[src/rtl/clk_gate_ctrl_if.sv]
`default_nettype none
// ============================================================================
// Module   : clk_gate_ctrl_if
// Brief    : Idle/wake status and 4-phase quiesce handshake between the
//            clock-gate controller and the gated domain.
// Revision : 1.0
// ============================================================================
interface clk_gate_ctrl_if;
    logic gate_allow_i;
    logic busy_i;
    logic wake_req_i;
    logic gate_ack_i;
    logic gate_req_o;
    logic en_o;
    logic gated_o;
    logic wake_done_o;

    // Controller side.
    modport master (
        input  gate_allow_i,
        input  busy_i,
        input  wake_req_i,
        input  gate_ack_i,
        output gate_req_o,
        output en_o,
        output gated_o,
        output wake_done_o
    );

    // Gated domain / power manager side.
    modport slave (
        output gate_allow_i,
        output busy_i,
        output wake_req_i,
        output gate_ack_i,
        input  gate_req_o,
        input  en_o,
        input  gated_o,
        input  wake_done_o
    );
endinterface
`default_nettype wire

[src/rtl/clk_gate_ctrl.sv]
`default_nettype none
// ============================================================================
// Module   : clk_gate_ctrl
// Brief    : Always-on enable controller for a clock gate: idle detection,
//            4-phase quiesce handshake, gating and wake with settle time.
//            Optional gated-cycle statistics with CLK_GATE_CTRL_STATS_EN.
// Revision : 1.0
// ============================================================================
module clk_gate_ctrl #(
    parameter int IDLE_CYCLES = 16,
    parameter int WAKE_CYCLES = 2,
    parameter int CNT_W       = 8
) (
    input  logic               clk_i,
    input  logic               rst_i,
`ifdef CLK_GATE_CTRL_STATS_EN
    input  logic               stats_clr_i,
    output logic [31:0]        gated_cycles_o,
`endif
    clk_gate_ctrl_if.master    gif
);

    typedef enum logic [2:0] {
        S_RUN       = 3'd0,
        S_IDLE_WAIT = 3'd1,
        S_REQ       = 3'd2,
        S_GATED     = 3'd3,
        S_WAKE      = 3'd4
    } state_e;

    localparam logic [CNT_W-1:0] c_IDLE_LAST = CNT_W'(IDLE_CYCLES - 1);
    localparam logic [CNT_W-1:0] c_WAKE_LAST = CNT_W'(WAKE_CYCLES - 1);
    localparam logic [CNT_W-1:0] c_WAKE_SAT  = CNT_W'(WAKE_CYCLES);

    state_e             state_q;
    logic [CNT_W-1:0]   cnt_q;
    logic               en_q;
    logic               req_q;
    logic               gated_q;
    logic               done_q;
    logic               w_idle;

    assign w_idle = gif.gate_allow_i & ~gif.busy_i & ~gif.wake_req_i;

    always_ff @(posedge clk_i) begin
        if (rst_i) begin
            state_q <= S_RUN;
            cnt_q   <= '0;
            en_q    <= 1'b1;
            req_q   <= 1'b0;
            gated_q <= 1'b0;
            done_q  <= 1'b0;
        end else begin
            done_q <= 1'b0;
            case (state_q)
                S_RUN: begin
                    if (w_idle) begin
                        if (IDLE_CYCLES == 1) begin
                            state_q <= S_REQ;
                            req_q   <= 1'b1;
                            cnt_q   <= '0;
                        end else begin
                            state_q <= S_IDLE_WAIT;
                            cnt_q   <= CNT_W'(1);
                        end
                    end
                end
                S_IDLE_WAIT: begin
                    if (!w_idle) begin
                        state_q <= S_RUN;
                        cnt_q   <= '0;
                    end else if (cnt_q == c_IDLE_LAST) begin
                        state_q <= S_REQ;
                        req_q   <= 1'b1;
                        cnt_q   <= '0;
                    end else begin
                        cnt_q   <= cnt_q + CNT_W'(1);
                    end
                end
                S_REQ: begin
                    // A coincident ack loses to a fresh wake/busy: never gate a domain that is needed.
                    if (!w_idle) begin
                        state_q <= S_RUN;
                        req_q   <= 1'b0;
                        cnt_q   <= '0;
                    end else if (gif.gate_ack_i) begin
                        state_q <= S_GATED;
                        en_q    <= 1'b0;
                        gated_q <= 1'b1;
                        cnt_q   <= '0;
                    end
                end
                S_GATED: begin
                    if (gif.wake_req_i || !gif.gate_allow_i) begin
                        state_q <= S_WAKE;
                        en_q    <= 1'b1;
                        gated_q <= 1'b0;
                        req_q   <= 1'b0;
                        cnt_q   <= '0;
                    end
                end
                S_WAKE: begin
                    // Clock stays enabled until the domain has dropped its ack.
                    if ((cnt_q >= c_WAKE_LAST) && !gif.gate_ack_i) begin
                        state_q <= S_RUN;
                        done_q  <= 1'b1;
                        cnt_q   <= '0;
                    end else if (cnt_q < c_WAKE_SAT) begin
                        cnt_q   <= cnt_q + CNT_W'(1);
                    end
                end
                default: begin
                    state_q <= S_RUN;
                    cnt_q   <= '0;
                    en_q    <= 1'b1;
                    req_q   <= 1'b0;
                    gated_q <= 1'b0;
                end
            endcase
        end
    end

    assign gif.en_o        = en_q;
    assign gif.gate_req_o  = req_q;
    assign gif.gated_o     = gated_q;
    assign gif.wake_done_o = done_q;

`ifdef CLK_GATE_CTRL_STATS_EN
    logic [31:0] gated_cycles_q;
    logic [31:0] gated_cycles_d;

    always_comb begin
        gated_cycles_d = gated_cycles_q;
        if (stats_clr_i) begin
            gated_cycles_d = '0;
        end else if ((state_q == S_GATED) && (gated_cycles_q != 32'hFFFF_FFFF)) begin
            gated_cycles_d = gated_cycles_q + 32'd1;
        end
    end

    always_ff @(posedge clk_i) begin
        if (rst_i) begin
            gated_cycles_q <= '0;
        end else begin
            gated_cycles_q <= gated_cycles_d;
        end
    end

    assign gated_cycles_o = gated_cycles_q;
`endif

endmodule
`default_nettype wire

[src/flat_wrapper.sv]
// flat-port wrapper written by rule: the top's interface ports become plain ports
module clk_gate_ctrl_flat 
#(
    parameter int IDLE_CYCLES = 16,
    parameter int WAKE_CYCLES = 2,
    parameter int CNT_W       = 8
)
  (clk_i, rst_i, gif_gate_allow_i, gif_busy_i, gif_wake_req_i, gif_gate_ack_i, gif_gate_req_o, gif_en_o, gif_gated_o, gif_wake_done_o);
  clk_gate_ctrl_if gif_i ();
  input  logic clk_i;
  input  logic rst_i;
  input wire logic [$bits(gif_i.gate_allow_i)-1:0] gif_gate_allow_i;
  input wire logic [$bits(gif_i.busy_i)-1:0] gif_busy_i;
  input wire logic [$bits(gif_i.wake_req_i)-1:0] gif_wake_req_i;
  input wire logic [$bits(gif_i.gate_ack_i)-1:0] gif_gate_ack_i;
  output wire logic [$bits(gif_i.gate_req_o)-1:0] gif_gate_req_o;
  output wire logic [$bits(gif_i.en_o)-1:0] gif_en_o;
  output wire logic [$bits(gif_i.gated_o)-1:0] gif_gated_o;
  output wire logic [$bits(gif_i.wake_done_o)-1:0] gif_wake_done_o;
  assign gif_i.gate_allow_i = gif_gate_allow_i;
  assign gif_i.busy_i = gif_busy_i;
  assign gif_i.wake_req_i = gif_wake_req_i;
  assign gif_i.gate_ack_i = gif_gate_ack_i;
  assign gif_gate_req_o = gif_i.gate_req_o;
  assign gif_en_o = gif_i.en_o;
  assign gif_gated_o = gif_i.gated_o;
  assign gif_wake_done_o = gif_i.wake_done_o;
  clk_gate_ctrl #(.IDLE_CYCLES(IDLE_CYCLES), .WAKE_CYCLES(WAKE_CYCLES), .CNT_W(CNT_W)) u_core (.clk_i(clk_i), .rst_i(rst_i), .gif(gif_i));
endmodule
[config.mk]
export PLATFORM = sky130hd
export DESIGN_NAME = clk_gate_ctrl_flat
export DESIGN_NICKNAME = d
export VERILOG_FILES = /design/src/rtl/clk_gate_ctrl_if.sv /design/src/rtl/clk_gate_ctrl.sv /design/src/flat_wrapper.sv
export SDC_FILE = /design/constraint.sdc
export NUM_CORES = 1
export LEC_CHECK = 0
export ABC_AREA = 1
export BUFFER_PORTS_ARGS = -buffer_cell sky130_fd_sc_hd__buf_4
export CAP_MARGIN = 15
export CELL_PAD_IN_SITES_DETAIL_PLACEMENT = 1
export CELL_PAD_IN_SITES_GLOBAL_PLACEMENT = 2
export CORE_AREA = 2 2 62 64
export CTS_CLUSTER_SIZE = 30
export DETAILED_ROUTE_END_ITERATION = 7
export DIE_AREA = 0 0 64 66
export PLACE_DENSITY_LB_ADDON = 0.1
export SYNTH_ARGS = -nofsm -noshare
export SYNTH_HDL_FRONTEND = slang
export SYNTH_SLANG_ARGS = --single-unit
[constraint.sdc]
create_clock -name clk_i -period 1.84 [get_ports clk_i]
set_input_delay 0.368 -clock clk_i [delete_from_list [all_inputs] [get_ports clk_i]]
set_output_delay 0.368 -clock clk_i [all_outputs]
set_load 0.01 [all_outputs]
==> results of run 1 <==
==> per-layer routing <==
layer / share of wire [%] / vias to the layer above
met5: 0 / -
met4: 0 / 0
met3: 3.4 / 0
met2: 52 / 25
met1: 45 / 528
li1: - / 568
==> what timing repair did <==
| action | in CTS | in global routing |
|---|---|---|
| setup endpoints to repair | 0 | 9 |
| gates resized for setup | 0 | 2 |
| setup buffers | 0 | 0 |
| hold buffers | 0 | 0 |
==> area by class of cell <==
type	instances	area [µm²]	share of cell area, %
clock buffers	4	26.28	2.204
well taps	48	60.06	5.037
multi-input cells	126	616.8	51.73
flip-flops and latches	15	301.5	25.29
repair buffers	13	97.59	8.185
inverters	24	90.09	7.555
==> power groups by stage <==
stage | Combinational (µW) | Sequential, µW | Clock [µW]
after floorplan | 494 | 441 | 0
after global placement | 741 | 436 | 0
after detailed placement | 753 | 441 | 0
after CTS | 756 | 433 | 213
after global routing | 880 | 441 | 224
final | 767 | 433 | 201
==> logic make-up after synthesis <==
group / count (synthesis)
buffers and inverters: 27
xor gates and xnor gates: 3
DFF: 15
adders and majority gates: 3
AOI/OAI and AO/OA: 17
and+or+nand+nor: 103
==> stage by stage <==
| stage | area, µm² | hold slack (ps) | power [µW] | util [%] |
|---|---|---|---|---|
| 6_report | 1192 | 335.7 | 1402 | 33.58 |
| 4_1_cts | 1186 | 348.4 | 1402 | 33.40 |
| 2_1_floorplan | 1016 | 437.1 | 935.3 | - |
| 3_3_place_gp | 1160 | 446.4 | 1177 | 32.66 |
| 3_5_place_dp | 1160 | 462.9 | 1194 | 32.66 |
| 5_1_grt | 1192 | 344.7 | 1544 | 33.58 |
==> cells in the mapped netlist (all sizes together), types with 2 or more instances <==
| cell | instances | share of area (%) |
|---|---|---|
| a21oi | 12 | 5.9 |
| buf | 2 | 0.99 |
| dfxtp | 15 | 30 |
| ha | 3 | 3.7 |
| inv | 24 | 8.9 |
| nand2 | 48 | 18 |
| nand3 | 21 | 11 |
| nand4 | 5 | 3.1 |
| nor2 | 22 | 9.1 |
| nor3 | 5 | 2.5 |
| o21ai | 3 | 1.5 |
| xor2 | 3 | 2.6 |
==> worst max path at each step <==
stage                     cells past startpoint       startpoint  slack (ps)                 to
after floorplan                              12  u_core.cnt_q[0]         450  u_core.state_q[1]
after global placement                       11  u_core.cnt_q[1]         200    u_core.cnt_q[0]
after detailed placement                     11  u_core.cnt_q[1]         190    u_core.cnt_q[0]
after CTS                                    11  u_core.cnt_q[1]         150    u_core.cnt_q[6]
after global routing                         11  u_core.cnt_q[1]          -3    u_core.cnt_q[0]
final                                        11  u_core.cnt_q[1]         190    u_core.cnt_q[0]
==> worst max-delay path, cell delays in order, from the launching register on <==
cell and delay (ps):
dfxtp_2 370, inv_1 100, ha_1 190, inv_1 50, nand2_1 40, nor2_1 110, nand2_1 80, nand2_2 140
nand3_1 150, nand2_4 170, nand2_1 60, a21oi_1 140
==> sequential cells by signal, summed over array words and instances (netlist names) <==
| register | count |
|---|---|
| u_core.gif.gate_req_o | 1 |
| u_core.gif.gated_o | 1 |
| u_core.gif.en_o | 1 |
| u_core.cnt_q | 8 |
| u_core.gif.wake_done_o | 1 |
| u_core.state_q | 3 |
==> cells in the final DEF, fill, tap and decap left out, types with 5 or more instances in the layout <==
cell     Yosys  layout
a21oi_1     12      12
buf_4        0      13
dfxtp_1     15      14
inv_1       23      23
nand2_1     46      46
nand3_1     20      20
nand4_1      5       5
nor2_1      20      20
nor3_1       5       5
==> impl_metrics.py, run 1 <==
metrics = {
    "status": {
        "outcome": "finished clean",
    },
    "yosys": {
        "ys_types": 22,
        "ys_warn_count": 0,
        "post_synth_top_flop": "dfxtp_1",
        "post_synth_instance_area_um2": 1016,
        "synth-adder-area-share_pct": 3.695,
        "post_synth_mux_area_share_pct": 0,
        "syn-num-nets": 177,
        "synth.ff_latch_count": 15,
        "post_synth_inst_count": 168,
        "yosys.area_share.simple_pct": 45.07,
        "synth-seq-area-share_pct": 29.56,
        "async_reset_ff_share_pct": 0,
        "syn_avg_cell_area_um2": 6.047,
        "synthXorXnorAreaFrac_pct": 2.586,
        "synth_enable_flop_cells": 0,
        "synth_compound_gate_area_share_pct": 8.867,
        "combinational_family_with_the_most_area_after_synthesis": "simple AND/OR/NAND/NOR gates",
    },
    "placed_design": {
        "preCtsSetupSlack_ps": 191.3,
        "gpl.final_weighted_congestion": 0.8763,
        "port-buffer-count": 9,
        "dp_hpwl_mm": 2.409,
        "placedCellCount": 226,
    },
    "global_route": {
        "grt_remaining_overflow": 0,
        "grt_max_degree": 14,
        "antenna_found_initial": 0,
        "met1_usage_pct": 18.18,
        "top_usage_layer": "met2",
        "globalRouteMet2Util_pct": 30.34,
        "met3_usage_pct": 3.918,
        "global_route_wire_length_before_repair_mm": 5.306,
        "groute.usage.overall_pct": 16.10,
        "grt_pass1_vias": 1203,
    },
    "routing": {
        "post_drt_via_cell_ratio": 4.874,
        "dr_total_vias": 1121,
        "finalWirelength_mm": 3.131,
        "routedWlPerCell_um": 13.61,
        "drt-pass1-iter-count": 4,
        "post-route-drc-count": 0,
        "antenna_left": 0,
        "drt-initial-drc-count": 26,
    },
    "hold_path": {
        "holdCritPathClass": "input port to flip-flop",
        "hold-path-cell-count": 2,
        "hold_path_end": "u_core.cnt_q[1]",
        "holdCritStartpoint": "rst_i",
    },
    "flow_run": {
        "drv.max_cap_violation_count": 0,
    },
    "setup_path": {
        "timing_worst_setup_path_type": "flip-flop to flip-flop",
        "timing.critical_path.fanout_max": 8,
        "crit_arrival_ps": 1880,
        "reg2reg_to": "u_core.cnt_q[0]",
        "r2r_slack_ps": 190,
        "worst-r2r-cell-count": 11,
        "critical_path.endpoint_type": "flip-flop",
        "worstSetupStartpointType": "flip-flop",
        "timing.rr.start": "u_core.cnt_q[1]",
        "worstPathRequired_ps": 2080,
    },
    "finish": {
        "filler_cell_count": 474,
        "final_standard_cell_count_with_taps_included_and_fillers_excluded": 230,
        "insertedDiodeCount": 0,
        "layout-drive-gt1-share_pct": 12.64,
        "syn2layout_area_growth_pct": 17.36,
        "fin_nets": 192,
    },
    "sta": {
        "worst_slew_pin_slew_ps": 386.5,
        "fin_ws_ps": 193.4,
        "drv_slew": 0,
        "finalSetupViolCount": 0,
        "max_freq_ghz": 0.6073,
        "slew-limit-headroom_pct": 74.14,
        "finalCriticalPeriod_ps": 1647,
        "setup_tns_ps": 0,
        "finalCritPeriodShare_pct": 89.49,
        "final_hold_viol_count": 0,
        "finalClockSkew_ps": 16.34,
    },
    "floorplanning": {
        "floorplan.die.width_um": 64,
        "std_cell_rows": 22,
        "starting_utilization_of_the_core_area_pct": 28.61,
        "io_pins": 10,
        "core-area_um2": 3551,
        "die_height_um": 66,
        "die_area_um2": 4224,
    },
    "pwr": {
        "cellInternalPower_uw": 729.7,
        "p_per_area_nw_per_um2": 1176,
        "ir_drop_v": 0.0005772,
        "seq_power_share_pct": 30.9,
        "share_comb_of_total_power_pct": 54.7,
        "p_sw_share_pct": 47.94,
        "p_leak_uw": 0.0005657,
        "total_switching_power_uw": 671.9,
        "part_of_the_power_in_the_clock_network_pct": 14.4,
    },
    "cts": {
        "cts_max_level": 1,
        "numCtsBuffers": 3,
        "clock_path_buffers": 2,
        "tritoncts": "yes",
        "clock_insertion_delay_worst_skew_ps": 290,
        "cts.sink_count": 15,
        "clk_transition_reported_paths_ps": 110,
        "ctsRootBufferMaster": "clkbuf_4",
    },
}
No activity file was read; power rests on OpenSTA's default activity.
==> inputs of run 2 (changes only) <==
--- a/config.mk
+++ b/config.mk
@@ -14,7 +14,8 @@
 export CTS_CLUSTER_SIZE = 30
 export DETAILED_ROUTE_END_ITERATION = 7
 export DIE_AREA = 0 0 64 66
-export PLACE_DENSITY_LB_ADDON = 0.1
+export GPL_TIMING_DRIVEN = 0
+export PLACE_DENSITY_LB_ADDON = 0.05
 export SYNTH_ARGS = -nofsm -noshare
 export SYNTH_HDL_FRONTEND = slang
 export SYNTH_SLANG_ARGS = --single-unit
==> impl_metrics.py, run 2 (synthesized netlist as in run 1, its figures left out) <==
metrics = {
    "cts": {
        "clock_insertion_delay_worst_skew_ps": 300,
        "ctsRootBufferMaster": "clkbuf_4",
        "numCtsBuffers": 3,
        "clk_transition_reported_paths_ps": 110,
        "post-cts-setup-buffers": 0,
        "cts.sink_count": 15,
        "cts_max_level": 1,
        "tritoncts": "yes",
        "clock_path_buffers": 2,
    },
    "placed_design": {
        "placed_cell_area_um2": 1144,
        "placedCellCount": 225,
        "dp_hpwl_mm": 2.301,
        "preCtsSetupSlack_ps": 154.5,
        "gpl.final_weighted_congestion": 0.8500,
        "port-buffer-count": 9,
    },
    "setup_path": {
        "crit_arrival_ps": 1800,
        "reg2reg_to": "u_core.state_q[1]",
        "worst-r2r-cell-count": 12,
        "timing.rr.start": "u_core.cnt_q[0]",
        "timing_worst_setup_path_type": "flip-flop to flip-flop",
        "timing.critical_path.fanout_max": 7,
        "critical_path.endpoint_type": "flip-flop",
        "r2r_slack_ps": 210,
        "worstSetupStartpointType": "flip-flop",
        "worstPathRequired_ps": 2010,
    },
    "floorplanning": {
        "std_cell_rows": 22,
        "core-area_um2": 3551,
        "die_area_um2": 4224,
        "starting_utilization_of_the_core_area_pct": 28.61,
        "floorplan.die.width_um": 64,
        "io_pins": 10,
        "die_height_um": 66,
    },
    "finish": {
        "layout_common_cells": "46 x nand2_1, 23 x inv_1, 20 x nand3_1, 20 x nor2_1, 13 x dfxtp_1",
        "fin_nets": 191,
        "final_cell_area_um2": 1179,
        "largest_registers": "u_core.cnt_q (8), u_core.state_q (3)",
        "syn2layout_area_growth_pct": 16.01,
        "layout_commonest_cell": "nand2_1",
        "final_standard_cell_count_with_taps_included_and_fillers_excluded": 229,
        "largest-register": "u_core.cnt_q",
        "insertedDiodeCount": 0,
        "largest_register_ff_count": 8,
        "layout-drive-gt1-share_pct": 12.71,
    },
    "pwr": {
        "p_per_area_nw_per_um2": 1155,
        "p_leak_uw": 0.0005593,
        "totalPowerFinal_uw": 1361,
        "ir_drop_v": 0.0004670,
    },
    "hold_path": {
        "hold_path_end": "u_core.cnt_q[3]",
        "holdCritPathClass": "input port to flip-flop",
        "holdCritStartpoint": "rst_i",
        "hold-path-cell-count": 2,
    },
    "routing": {
        "antenna_left": 0,
        "drt-pass1-iter-count": 4,
        "finalWirelength_mm": 2.919,
        "routedWlPerCell_um": 12.75,
        "dr_total_vias": 1083,
        "post-route-drc-count": 0,
        "drt-initial-drc-count": 36,
        "post_drt_via_cell_ratio": 4.729,
    },
    "sta": {
        "drv_slew": 0,
        "worst_slew_pin_slew_ps": 558.0,
        "final_hold_viol_count": 0,
        "finalSetupViolCount": 0,
        "slew-limit-headroom_pct": 62.80,
        "rsz_0062_raised_after_global_routing": "no",
        "setup_tns_ps": 0,
        "max_freq_ghz": 0.6142,
        "finalCriticalPeriod_ps": 1628,
        "finalCritPeriodShare_pct": 88.49,
        "finalClockSkew_ps": 8.680,
        "fin_ws_ps": 211.8,
    },
    "global_route": {
        "grt_remaining_overflow": 0,
        "grt_max_degree": 11,
        "antenna_found_initial": 0,
        "grt_pass1_vias": 1103,
        "groute.usage.overall_pct": 15.40,
        "global_route_wire_length_before_repair_mm": 5.009,
    },
    "status": {
        "outcome": "finished clean",
    },
    "flow_run": {
        "drv.max_cap_violation_count": 0,
    },
}
[run 2: where the power goes]
group	leakage, µW	switching, µW	internal [µW]
clock network	0.0000177	126	81.0
registers	0.000123	49.5	388
logic	0.000419	480	237
total	0.000559	656	706
[run 2: routing by layer]
layer | vias up | GRT usage [%] | wire (µm)
met2 | 10 | 27.08 | 1398
met4 | 0 | 6.522 | 53
li1 | 567 | - | -
met1 | 501 | 18.67 | 1412
met5 | - | 0 | 0
met3 | 5 | 2.215 | 54
[run 2: cell type report]
| type | count | area, µm² |
|---|---|---|
| inverter | 24 | 90.09 |
| multi-input combinational | 126 | 616.8 |
| clock buffer | 3 | 22.52 |
| sequential | 15 | 302.8 |
| buffer | 3 | 13.76 |
| timing repair buffer | 9 | 67.56 |
| tap | 48 | 60.06 |
| clock inverter | 1 | 5.005 |
| fill | 482 | 2372 |
[run 2: critical path, stage by stage (launching register included)]
cell	delay [ps]
dfxtp_2	390
inv_1	100
ha_1	200
nand2_1	70
nor2_1	40
nand2_1	80
nand2_2	110
nand2_1	130
nand2_1	70
nor2_2	140
nand2_1	70
nand2_1	70
nor2_1	30
[run 2: stage by stage]
stage / hold slack (ps) / util (%)
after floorplan: 437.1 / -
after global placement: 442.0 / 32.21
after detailed placement: 455.1 / 32.21
after CTS: 235.9 / 32.98
after global routing: 243.9 / 33.19
final: 248.9 / 33.19
[run 2: how the worst max path moves through the flow]
stage	cells after the start	slack, ps	endpoint	start
after global routing	11	40	u_core.cnt_q[1]	u_core.cnt_q[1]
after detailed placement	11	150	u_core.cnt_q[1]	u_core.cnt_q[1]
final	12	210	u_core.state_q[1]	u_core.cnt_q[0]
after floorplan	12	450	u_core.state_q[1]	u_core.cnt_q[0]
after CTS	11	120	u_core.cnt_q[1]	u_core.cnt_q[1]
after global placement	12	180	u_core.state_q[1]	u_core.cnt_q[0]
[run 2: timing repair]
action | 4_1_cts | 5_1_grt
gates resized for setup | 0 | 3
hold buffers | 0 | 0
endpoints found under the setup margin | 0 | 7
==> inputs of run 3 (changes only) <==
--- a/config.mk
+++ b/config.mk
@@ -5,15 +5,15 @@
 export SDC_FILE = /design/constraint.sdc
 export NUM_CORES = 1
 export LEC_CHECK = 0
-export ABC_AREA = 1
+export ABC_AREA = 0
 export BUFFER_PORTS_ARGS = -buffer_cell sky130_fd_sc_hd__buf_4
 export CAP_MARGIN = 15
 export CELL_PAD_IN_SITES_DETAIL_PLACEMENT = 1
 export CELL_PAD_IN_SITES_GLOBAL_PLACEMENT = 2
-export CORE_AREA = 2 2 62 64
+export CORE_AREA = 4 4 59 61
 export CTS_CLUSTER_SIZE = 30
 export DETAILED_ROUTE_END_ITERATION = 7
-export DIE_AREA = 0 0 64 66
+export DIE_AREA = 0 0 63 65
 export GPL_TIMING_DRIVEN = 0
 export PLACE_DENSITY_LB_ADDON = 0.05
 export SYNTH_ARGS = -nofsm -noshare
==> impl_metrics.py, run 3 <==
metrics = {
    "floorplanning": {
        "std_cell_rows": 20,
        "floorplan.die.width_um": 63,
        "die_height_um": 65,
        "io_pins": 10,
        "starting_utilization_of_the_core_area_pct": 33.57,
        "die_area_um2": 4095,
        "core-area_um2": 2978,
    },
    "cts": {
        "clock_insertion_delay_worst_skew_ps": 290,
        "clk_transition_reported_paths_ps": 100,
        "ctsRootBufferMaster": "clkbuf_4",
        "cts.sink_count": 15,
        "numCtsBuffers": 3,
        "cts_max_level": 1,
        "tritoncts": "yes",
        "clock_path_buffers": 2,
        "cts_hold_buffers": 0,
    },
    "yosys": {
        "synth-seq-area-share_pct": 30.04,
        "synth_area_leaders": "dfxtp_1 30%, nand3_1 5.5%, ha_1 3.8%, a21oi_1 3.5%, o32ai_1 3.5%",
        "synth_commonest_cells": "15 x dfxtp_1, 11 x nand3_1, 9 x inv_1",
        "post_synth_instance_area_um2": 999.7,
        "synth.most_common_cell": "dfxtp_1",
        "syn_avg_cell_area_um2": 8.926,
        "post_synth_inst_count": 112,
        "ys_types": 47,
        "synth_top_cell_area_share_pct": 30.04,
        "async_reset_ff_share_pct": 0,
        "synth_enable_flop_cells": 0,
        "synthDominantAreaCellType": "dfxtp_1",
        "post_synth_top_flop": "dfxtp_1",
        "synth.ff_latch_count": 15,
        "ys_warn_count": 0,
        "syn-num-nets": 121,
    },
    "finish": {
        "largest-register": "u_core.cnt_q",
        "seq_area_um2": 314.1,
        "layout_commonest_cell": "buf_4",
        "final_standard_cell_count_with_taps_included_and_fillers_excluded": 171,
        "largest_registers": "u_core.cnt_q (8), u_core.state_q (3)",
        "syn2layout_area_growth_pct": 40.30,
        "post-route-util_pct": 47.10,
        "largest_register_ff_count": 8,
        "insertedDiodeCount": 0,
        "filler_cell_count": 352,
        "multi_input_logic_area_um2": 769.5,
        "layout-drive-gt1-share_pct": 47.83,
        "fin_nets": 148,
        "layout_common_cells": "17 x buf_4, 9 x nand3_1, 8 x dfxtp_1",
    },
    "setup_path": {
        "critical_path.endpoint_type": "flip-flop",
        "crit_arrival_ps": 2090,
        "worstPathRequired_ps": 2050,
        "reg2reg_to": "u_core.cnt_q[4]",
        "r2r_slack_ps": -40,
        "worst-r2r-cell-count": 8,
        "worstSetupStartpointType": "flip-flop",
        "timing.critical_path.fanout_max": 5,
        "timing_worst_setup_path_type": "flip-flop to flip-flop",
        "timing.rr.start": "u_core.cnt_q[1]",
    },
    "global_route": {
        "groute.usage.overall_pct": 16.01,
        "global_route_wire_length_before_repair_mm": 5.168,
        "grt_max_degree": 11,
        "grt_pass1_vias": 1102,
        "antenna_found_initial": 0,
        "grt_remaining_overflow": 0,
    },
    "routing": {
        "finalWirelength_mm": 3.083,
        "post_drt_via_cell_ratio": 5.585,
        "dr_total_vias": 955,
        "antenna_left": 0,
        "drt-initial-drc-count": 38,
        "post-route-drc-count": 0,
        "routedWlPerCell_um": 18.03,
        "drt-pass1-iter-count": 4,
    },
    "sta": {
        "final_hold_viol_count": 0,
        "worst_slew_pin_slew_ps": 604.0,
        "finalSetupViolCount": 6,
        "finalClockSkew_ps": 5.885,
        "max_freq_ghz": 0.5323,
        "fin_ws_ps": -38.72,
        "setup_tns_ps": -163.5,
        "drv_slew": 0,
        "finalCritPeriodShare_pct": 102.1,
        "rsz_0062_raised_after_global_routing": "yes",
        "slew-limit-headroom_pct": 59.73,
        "finalCriticalPeriod_ps": 1879,
    },
    "placed_design": {
        "preCtsSetupSlack_ps": -374.3,
        "dp_hpwl_mm": 2.029,
        "port-buffer-count": 8,
        "gpl.final_weighted_congestion": 0.7389,
        "placedCellCount": 153,
    },
    "pwr": {
        "ir_drop_v": 0.0002776,
        "p_per_area_nw_per_um2": 676.6,
        "totalPowerFinal_uw": 949.0,
        "p_leak_uw": 0.0005055,
    },
    "hold_path": {
        "holdCritPathClass": "input port to flip-flop",
        "holdCritStartpoint": "gif_busy_i",
        "hold-path-cell-count": 3,
        "hold_path_end": "u_core.gif.gate_req_o",
    },
    "flow_run": {
        "drv.max_cap_violation_count": 0,
    },
    "status": {
        "outcome": "complete, but fails checks",
        "failed_checks": "negative setup slack",
    },
}
[run 3: changes by cell type after synthesis, moves of 3 or more]
cell | previous run | this run
nor3_1 | 5 | 1
xor2_1 | 3 | 0
nand2_1 | 46 | 7
nor2_1 | 20 | 4
or3_1 | 0 | 4
a21oi_1 | 12 | 7
o32ai_1 | 0 | 4
inv_1 | 23 | 9
nand4_1 | 5 | 1
nand3_1 | 20 | 11
[run 3: logic make-up after synthesis]
logic type	Yosys count	share of synthesized area (%)
and+or+nand+nor	46	28.91
AOI/OAI and AO/OA	31	28.79
buffers and inverters	16	7.008
DFF	15	30.04
adders and majority gates	3	3.755
muxes	1	1.501
[run 3: repair_timing]
action	4_1_cts	5_1_grt
endpoints found under the setup margin	10	10
cloned	1	0
gates resized for setup	21	16
pin swaps	9	8
buffers inserted	12	1
[run 3: power breakdown]
part	internal (µW)	switching, µW
Clock	80.7	118
Sequential	341	28.6
Combinational	194	187
[run 3: area by class of cell]
cell class	instances	area share, %
Inverter	10	2.855
Sequential cell	15	22.39
Timing Repair Buffer	22	12.67
Multi-Input combinational cell	81	54.86
Clock inverter	1	0.3568
Clock buffer	3	1.606
Tap cell	33	2.944
Buffer	6	2.319
[run 3: how the worst max path moves through the flow]
stage / depth (start not counted) / end / from
2_1_floorplan: 7 / u_core.state_q[0] / u_core.cnt_q[1]
3_3_place_gp: 6 / u_core.state_q[0] / gif_wake_req_i
3_5_place_dp: 6 / u_core.state_q[0] / gif_wake_req_i
4_1_cts: 7 / u_core.cnt_q[7] / u_core.cnt_q[7]
5_1_grt: 9 / u_core.cnt_q[7] / u_core.cnt_q[1]
6_report: 8 / u_core.cnt_q[4] / u_core.cnt_q[1]
[run 3: worst max-delay path, stage by stage (launching register included)]
cell	delay (ps)
dfxtp_4	370
inv_4	40
ha_4	160
nor4b_4	310
a21oi_4	140
o32ai_4	310
buf_6	190
a21oi_4	40
o32ai_2	240
[run 3: per-layer routing]
metal  share of wire (%)  wire length (µm)  global-route usage, %  vias to the layer above
li1                    -                 -                      -                      481
met1                  45              1378                  18.05                      461
met2                  52              1598                  29.91                       11
met3                 2.8                87                  2.773                        2
met4                0.62                19                  5.785                        0
met5                   0                 0                      0                        -
[run 3: through the flow]
step                      instance area, µm²  hold WS, ps
final                                   1403        425.9
after global routing                    1403        421.7
after CTS                               1318        411.7
after detailed placement                1102        447.6
after global placement                  1102        436.0
after floorplan                         1001        467.3
